===== src/rtl/adc_capture_ctrl_pkg.sv =====
// Shared definitions for the ADC capture controller: FSM state encoding
// and the default widths used by the controller and its sample buffer.
package adc_capture_ctrl_pkg;

  localparam int DEFAULT_DATA_W     = 32;
  localparam int DEFAULT_FIFO_DEPTH = 16;
  localparam int OVS_W              = 10;
  localparam int CNT_W              = 12;
  localparam int DISC_W             = 4;

  typedef enum logic [1:0] {
    ST_IDLE    = 2'd0,
    ST_SETTLE  = 2'd1,
    ST_CAPTURE = 2'd2,
    ST_DONE    = 2'd3
  } capState_e;

endpackage


===== src/rtl/adc_capture_ctrl_sample_fifo.sv =====
// First-word-fall-through sample buffer. A word written on one edge is
// visible at the head right after that edge. A write into a full buffer
// is only taken when a pop frees a slot on the same edge; otherwise it is
// reported on drop_o so the controller can flag an overflow.
module sample_fifo #(
  parameter int DATA_W = 32,
  parameter int DEPTH  = 16
) (
  input  logic                       clk,
  input  logic                       rst,
  input  logic                       wr_en_i,
  input  logic [DATA_W-1:0]          wr_data_i,
  input  logic                       rd_ready_i,
  output logic [DATA_W-1:0]          data_o,
  output logic                       valid_o,
  output logic [$clog2(DEPTH):0]     level_o,
  output logic                       drop_o
);

  localparam int PTR_W = $clog2(DEPTH);
  localparam int LVL_W = PTR_W + 1;

  logic [DATA_W-1:0] mem_q [DEPTH];
  logic [PTR_W-1:0]  wr_ptr_q;
  logic [PTR_W-1:0]  rd_ptr_q;
  logic [LVL_W-1:0]  level_q;
  logic              full;
  logic              pop;
  logic              push;

  assign full    = (level_q == LVL_W'(DEPTH));
  assign valid_o = (level_q != '0);
  assign pop     = valid_o && rd_ready_i;
  assign push    = wr_en_i && (!full || pop);
  assign drop_o  = wr_en_i && full && !pop;
  assign level_o = level_q;
  assign data_o  = valid_o ? mem_q[rd_ptr_q] : '0;

  // Storage array; no reset needed since the head is gated by valid_o.
  always_ff @(posedge clk) begin
    if (push) begin
      mem_q[wr_ptr_q] <= wr_data_i;
    end
  end

  // Pointers wrap naturally at the power-of-two depth; level tracks occupancy.
  always_ff @(posedge clk or posedge rst) begin
    if (rst) begin
      wr_ptr_q <= '0;
      rd_ptr_q <= '0;
      level_q  <= '0;
    end else begin
      if (push) wr_ptr_q <= wr_ptr_q + 1'b1;
      if (pop)  rd_ptr_q <= rd_ptr_q + 1'b1;
      case ({push, pop})
        2'b10:   level_q <= level_q + 1'b1;
        2'b01:   level_q <= level_q - 1'b1;
        default: level_q <= level_q;
      endcase
    end
  end

endmodule


===== src/rtl/adc_capture_ctrl.sv =====
// Capture controller for a VCO ADC: enables the converter, drops a number
// of settling samples, buffers a counted (or continuous) run of samples in
// a FWFT FIFO, and reports completion and overflow.
module adc_capture_ctrl
  import adc_capture_ctrl_pkg::*;
#(
  parameter int DATA_W     = DEFAULT_DATA_W,
  parameter int FIFO_DEPTH = DEFAULT_FIFO_DEPTH
) (
  input  logic                          clk,
  input  logic                          rst,
  input  logic                          start_in,
  input  logic                          abort_in,
  input  logic [OVS_W-1:0]              cfg_oversample_in,
  input  logic [DISC_W-1:0]             cfg_discard_in,
  input  logic [CNT_W-1:0]              cfg_count_in,
  output logic                          adc_enable_out,
  output logic [OVS_W-1:0]              adc_oversample_out,
  input  logic [DATA_W-1:0]             adc_data_in,
  input  logic                          adc_valid_in,
  output logic [DATA_W-1:0]             data_out,
  output logic                          valid_out,
  input  logic                          ready_in,
  output logic                          busy_out,
  output logic                          done_out,
  output logic                          overflow_out,
  output logic [$clog2(FIFO_DEPTH):0]   level_out
);

  capState_e         state_q;
  logic              enable_q;
  logic [OVS_W-1:0]  ovs_q;
  logic [DISC_W-1:0] disc_cfg_q;
  logic [CNT_W-1:0]  count_cfg_q;
  logic [DISC_W-1:0] disc_cnt_q;
  logic [DISC_W-1:0] disc_cnt_d;
  logic [CNT_W-1:0]  cap_cnt_q;
  logic [CNT_W-1:0]  cap_cnt_d;
  logic              done_q;
  logic              overflow_q;
  logic              fifo_wr;
  logic              fifo_drop;

  assign disc_cnt_d = disc_cnt_q + 1'b1;
  assign cap_cnt_d  = cap_cnt_q + 1'b1;

  // An abort wins over a sample arriving in the same cycle, so the run
  // stops cleanly without one extra word slipping into the buffer.
  assign fifo_wr = (state_q == ST_CAPTURE) && adc_valid_in && !abort_in;

  assign adc_enable_out     = enable_q;
  assign adc_oversample_out = ovs_q;
  assign busy_out           = (state_q != ST_IDLE);
  assign done_out           = done_q;
  assign overflow_out       = overflow_q;

  // Run sequencing: start latches config, settle drops samples, capture
  // counts samples (stored or dropped), done pulses for one cycle.
  always_ff @(posedge clk or posedge rst) begin
    if (rst) begin
      state_q     <= ST_IDLE;
      enable_q    <= 1'b0;
      ovs_q       <= '0;
      disc_cfg_q  <= '0;
      count_cfg_q <= '0;
      disc_cnt_q  <= '0;
      cap_cnt_q   <= '0;
      done_q      <= 1'b0;
      overflow_q  <= 1'b0;
    end else begin
      done_q <= 1'b0;
      if (fifo_drop) overflow_q <= 1'b1;
      if (abort_in) begin
        state_q  <= ST_IDLE;
        enable_q <= 1'b0;
      end else begin
        case (state_q)
          ST_IDLE: begin
            if (start_in) begin
              ovs_q       <= cfg_oversample_in;
              disc_cfg_q  <= cfg_discard_in;
              count_cfg_q <= cfg_count_in;
              disc_cnt_q  <= '0;
              cap_cnt_q   <= '0;
              overflow_q  <= 1'b0;
              enable_q    <= 1'b1;
              state_q     <= (cfg_discard_in == '0) ? ST_CAPTURE : ST_SETTLE;
            end
          end
          ST_SETTLE: begin
            if (adc_valid_in) begin
              disc_cnt_q <= disc_cnt_d;
              if (disc_cnt_d == disc_cfg_q) state_q <= ST_CAPTURE;
            end
          end
          ST_CAPTURE: begin
            if (adc_valid_in) begin
              cap_cnt_q <= cap_cnt_d;
              if ((count_cfg_q != '0) && (cap_cnt_d == count_cfg_q)) begin
                state_q  <= ST_DONE;
                enable_q <= 1'b0;
                done_q   <= 1'b1;
              end
            end
          end
          default: begin
            state_q <= ST_IDLE;
          end
        endcase
      end
    end
  end

  sample_fifo #(
    .DATA_W (DATA_W),
    .DEPTH  (FIFO_DEPTH)
  ) u_fifo (
    .clk        (clk),
    .rst        (rst),
    .wr_en_i    (fifo_wr),
    .wr_data_i  (adc_data_in),
    .rd_ready_i (ready_in),
    .data_o     (data_out),
    .valid_o    (valid_out),
    .level_o    (level_out),
    .drop_o     (fifo_drop)
  );

endmodule

===== config.mk =====
export PLATFORM = sky130hd
export DESIGN_NAME = adc_capture_ctrl
export DESIGN_NICKNAME = d
export VERILOG_FILES = /design/src/rtl/adc_capture_ctrl_pkg.sv /design/src/rtl/adc_capture_ctrl_sample_fifo.sv /design/src/rtl/adc_capture_ctrl.sv
export SDC_FILE = /design/constraint.sdc
export NUM_CORES = 1
export LEC_CHECK = 0
export BUFFER_PORTS_ARGS = -buffer_cell sky130_fd_sc_hd__buf_2
export CORE_MARGIN = 2
export CORE_UTILIZATION = 55
export CTS_BUF_LIST = sky130_fd_sc_hd__clkbuf_2 sky130_fd_sc_hd__clkbuf_4 sky130_fd_sc_hd__clkbuf_8
export DETAILED_ROUTE_END_ITERATION = 7
export GPL_ROUTABILITY_DRIVEN = 0
export GPL_TIMING_DRIVEN = 0
export PLACE_DENSITY = 0.73
export SLEW_MARGIN = 20
export SYNTH_ARGS = -nofsm -noshare
export SYNTH_HDL_FRONTEND = slang
export SYNTH_SLANG_ARGS = --single-unit

===== constraint.sdc =====
create_clock -name clk -period 6 [get_ports clk]
set_clock_uncertainty 0.15 [all_clocks]
set_input_delay 0.9 -clock clk [delete_from_list [all_inputs] [get_ports clk]]
set_output_delay 0.9 -clock clk [all_outputs]
set_load 0.01 [all_outputs]

==> flow_metrics.env <==
export IMPL_start_util_pct=55.85
export IMPL_grt_overflow_total=0
export IMPL_clock_fmax_mhz=201.0
export IMPL_ioPinCount=116
export IMPL_synthArstFlopShare_pct=10.49
export IMPL_htreeDepth=3
export IMPL_port_buffer_count=115
export IMPL_avgSynthCellArea_um2=20.03
export IMPL_clock_sinks=572
export IMPL_antenna_found_initial=3
export IMPL_r2r_setup_slack_ps=2020
export IMPL_power_mw=11.47
export IMPL_clk_latency_ps=660
export IMPL_hpwl_mm=32.43
export IMPL_antenna_left=0
export IMPL_wl_met2_mm=24.42
export IMPL_cp_cell_sequence="clkbuf_1, clkbuf_1, buf_1, mux4_2, mux4_2, and2_1, buf_2"
export IMPL_core_region_area_um2=40920
export IMPL_dieHeight_um=207.9
export IMPL_drt_initial_drc_count=1159
export IMPL_cp_arrival_ps=3930
export IMPL_rows=74
export IMPL_vias_per_cell=5.974
export IMPL_die_w_um=207.9
export IMPL_synth_warnings=0
export IMPL_finalHoldWorstSlack_ps=268.9
export IMPL_drcViolationCount=0
export IMPL_track_usage_pct=23.68
export IMPL_crit_type="flip-flop to primary output"
export IMPL_crit_required_ps=4950
export IMPL_wl_mm=50.06
export IMPL_hold_class="primary input to flip-flop"
export IMPL_finalCritPeriodShare_pct=82.92
export IMPL_rsz0062_at_grt="false"
export IMPL_worst_pin_slew_ps=1086
export IMPL_maxCapViolations=0
export IMPL_clkTransAtPathRegs_ps=60
export IMPL_critPathSlowestCell="buf_1"
export IMPL_tns_ps=0
export IMPL_placed_area_um2=24940
export IMPL_die_area_um2=43200
export IMPL_grt_pass1_vias=12180
export IMPL_clockBufferDepth=3
export IMPL_synth_cells=1141
export IMPL_route_met3_wl_mm=4.120
export IMPL_min_period_ps=4975
export IMPL_switchingPower_mw=3.477
export IMPL_swShare_pct=30.33
export IMPL_power_share_combinational_pct=31.1
export IMPL_area_delta_synth_final_pct=17.04
export IMPL_drv_slew=0
export IMPL_wl_per_cell_um=25.07
export IMPL_cts_resized=0
export IMPL_ys_ff_latch=572
export IMPL_finish_utilization_pct=65.37
export IMPL_wl_met1_mm=20.54
export IMPL_postCtsHoldBufs=1
export IMPL_power_density_nw_per_um2=428.6
export IMPL_topRoutingLayerUsed="met5"
export IMPL_cpPeakStageDelay_ps=850
export IMPL_yosysSeqAreaShare_pct=73.83
export IMPL_fin_area_um2=26750
export IMPL_syn_num_nets=1222
export IMPL_synthFlopType="edfxtp_1"
export IMPL_dr_pass1_iters=7
export IMPL_numCtsBuffers=91
export IMPL_setup_violations=0
export IMPL_p_int_mw=7.988
export IMPL_share_seq_of_total_power_pct=40.9
export IMPL_cts_tree="built"
export IMPL_grt_first_pass_wirelength_mm=75.45
export IMPL_multi_input_area_um2=5804
export IMPL_cts_setup_buffers=0
export IMPL_synth_edff_count=512
export IMPL_cts_root_buf="clkbuf_8"
export IMPL_final_seq_area_um2=16880
export IMPL_peakVddDrop_uv=291.6
export IMPL_slew_headroom_pct=27.60
export IMPL_drive_gt1_share_pct=34.36
export IMPL_yosysUniqueCellTypes=56
export IMPL_syn_area_um2=22860
export IMPL_endpoint_kind="primary output"
export IMPL_grt_max_degree=46
export IMPL_fillers=2678
export IMPL_clockPowerShare_pct=28.0
export IMPL_status="finished clean"
export IMPL_hold_viol=0
export IMPL_path_max_fanout=10
export IMPL_vias=11930
export IMPL_p_leak_nw=9.147
export IMPL_num_nets_final=1472
export IMPL_crit_path_start_kind="flip-flop"
==> through the flow <==
step | setup WS [ps] | instances
after floorplan | 1345 | 1141
after global placement | -1630 | 1788
after detailed placement | 1612 | 1828
after CTS | 880.8 | 1995
after global routing | 809.8 | 1996
final | 1025 | 1997
==> path summary, 6_finish.rpt <==
kind	from	endpoint	cells after the start
setup / recovery	u_fifo.rd_ptr_q[0]$_DFFE_PP0P_	data_out[2]	7
hold / removal	cfg_count_in[10]	count_cfg_q[10]$_DFFE_PP0P_	3
setup reg to reg	state_q[0]$_DFFE_PP0P_	u_fifo.mem_q[3][9]$_DFFE_PP_	9
hold reg to reg	adc_oversample_out[4]$_DFFE_PP0P_	adc_oversample_out[4]$_DFFE_PP0P_	2
max in group asynchronous	rst	u_fifo.rd_ptr_q[0]$_DFFE_PP0P_	4
min in group asynchronous	rst	disc_cnt_q[2]$_DFFE_PP0P_	3
==> layout by cell type (no fill, tap or decap), types with 18 or more instances in the layout <==
| master | instances |
|---|---|
| clkbuf_8 | 94 |
| buf_16 | 18 |
| clkinv_1 | 23 |
| o21ai_0 | 22 |
| nand2_1 | 90 |
| mux4_2 | 160 |
| and2_1 | 36 |
| nor2_1 | 19 |
| dfrtp_1 | 60 |
| edfxtp_1 | 512 |
| buf_2 | 118 |
| clkbuf_4 | 26 |
| xnor2_1 | 21 |
| clkbuf_1 | 36 |
==> flip-flops by register name (all words and copies together) (netlist names), 2 cells and up <==
| register | cells |
|---|---|
| u_fifo.mem_q | 512 |
| cap_cnt_q | 12 |
| count_cfg_q | 12 |
| adc_oversample_out | 10 |
| u_fifo.level_o | 5 |
| disc_cfg_q | 4 |
| disc_cnt_q | 4 |
| u_fifo.rd_ptr_q | 4 |
| u_fifo.wr_ptr_q | 4 |
| state_q | 2 |
==> logic make-up (layout without fill, tap and decap cells) <==
kind of cell             after synthesis  in the layout  share of synthesized area, %
flip-flops                           572            572                         73.83
AND/OR/NAND/NOR                      219            219                         4.719
multiplexers                         168            168                         16.15
buffers and inverters                 71            394                         1.254
AO/OA/AOI/OAI                         64             64                         1.927
XOR/XNOR                              30             30                         1.150
adder cells (fa/ha/maj)               17             17                        0.9634
other                                  0              1                             0
==> cell usage after synthesis, drive strengths merged, types with 2 or more instances <==
| cell type | n | area share [%] |
|---|---|---|
| or2 | 3 | 0.082 |
| xnor2 | 21 | 0.80 |
| a21oi | 7 | 0.15 |
| and2 | 36 | 0.99 |
| mux4 | 160 | 16 |
| nand2b | 5 | 0.14 |
| edfxtp | 512 | 67 |
| nor4 | 7 | 0.19 |
| o31ai | 7 | 0.23 |
| nor3b | 2 | 0.066 |
| or3 | 2 | 0.077 |
| xor2 | 9 | 0.34 |
| nor2b | 5 | 0.14 |
| ha | 16 | 0.88 |
| buf | 21 | 0.43 |
| nand4 | 8 | 0.25 |
| and3 | 5 | 0.14 |
| a211o | 2 | 0.077 |
| a31oi | 3 | 0.082 |
| nor2 | 31 | 0.51 |
| a21o | 4 | 0.13 |
| a211oi | 3 | 0.099 |
| o21ai | 22 | 0.48 |
| clkbuf | 39 | 0.64 |
| nand3 | 9 | 0.22 |
| inv | 11 | 0.18 |
| a22o | 5 | 0.19 |
| nor3 | 9 | 0.20 |
| or4 | 4 | 0.15 |
| nand2 | 90 | 1.5 |
| dfrtp | 60 | 6.6 |
| mux2 | 7 | 0.34 |
==> layer usage <==
metal / vias up / GRT usage (%)
met2: 513 / 37.66
met3: 75 / 5.477
met4: 2 / 5.992
met1: 6193 / 33.72
met5: - / 0
li1: 5148 / -
==> area by class of cell <==
| type | count | share of cell area [%] |
|---|---|---|
| Timing Repair Buffer | 157 | 4.944 |
| Multi-Input combinational cell | 498 | 21.70 |
| Clock inverter | 46 | 1.090 |
| Tap cell | 532 | 2.488 |
| Clock buffer | 120 | 5.566 |
| Sequential cell | 572 | 63.09 |
| Buffer | 60 | 0.9542 |
| Antenna cell | 1 | 0.009355 |
| Inverter | 11 | 0.1637 |
==> power by group through the flow <==
stage,sequential (mW),clock [mW],combinational [mW]
after detailed placement,4.76,0,3.61
after global routing,4.71,3.44,3.84
after CTS,4.68,3.28,3.62
final,4.69,3.22,3.56
after floorplan,4.76,0,2.43
after global placement,4.76,0,3.52
==> worst max-delay path, delay by kind of cell (launching register included) <==
family,cells,cell delay [ps]
and+or+nand+nor,1,200
muxes,2,1110
buffers and inverters,4,1600
DFF,1,350
Power figures use the tool's default switching activity.
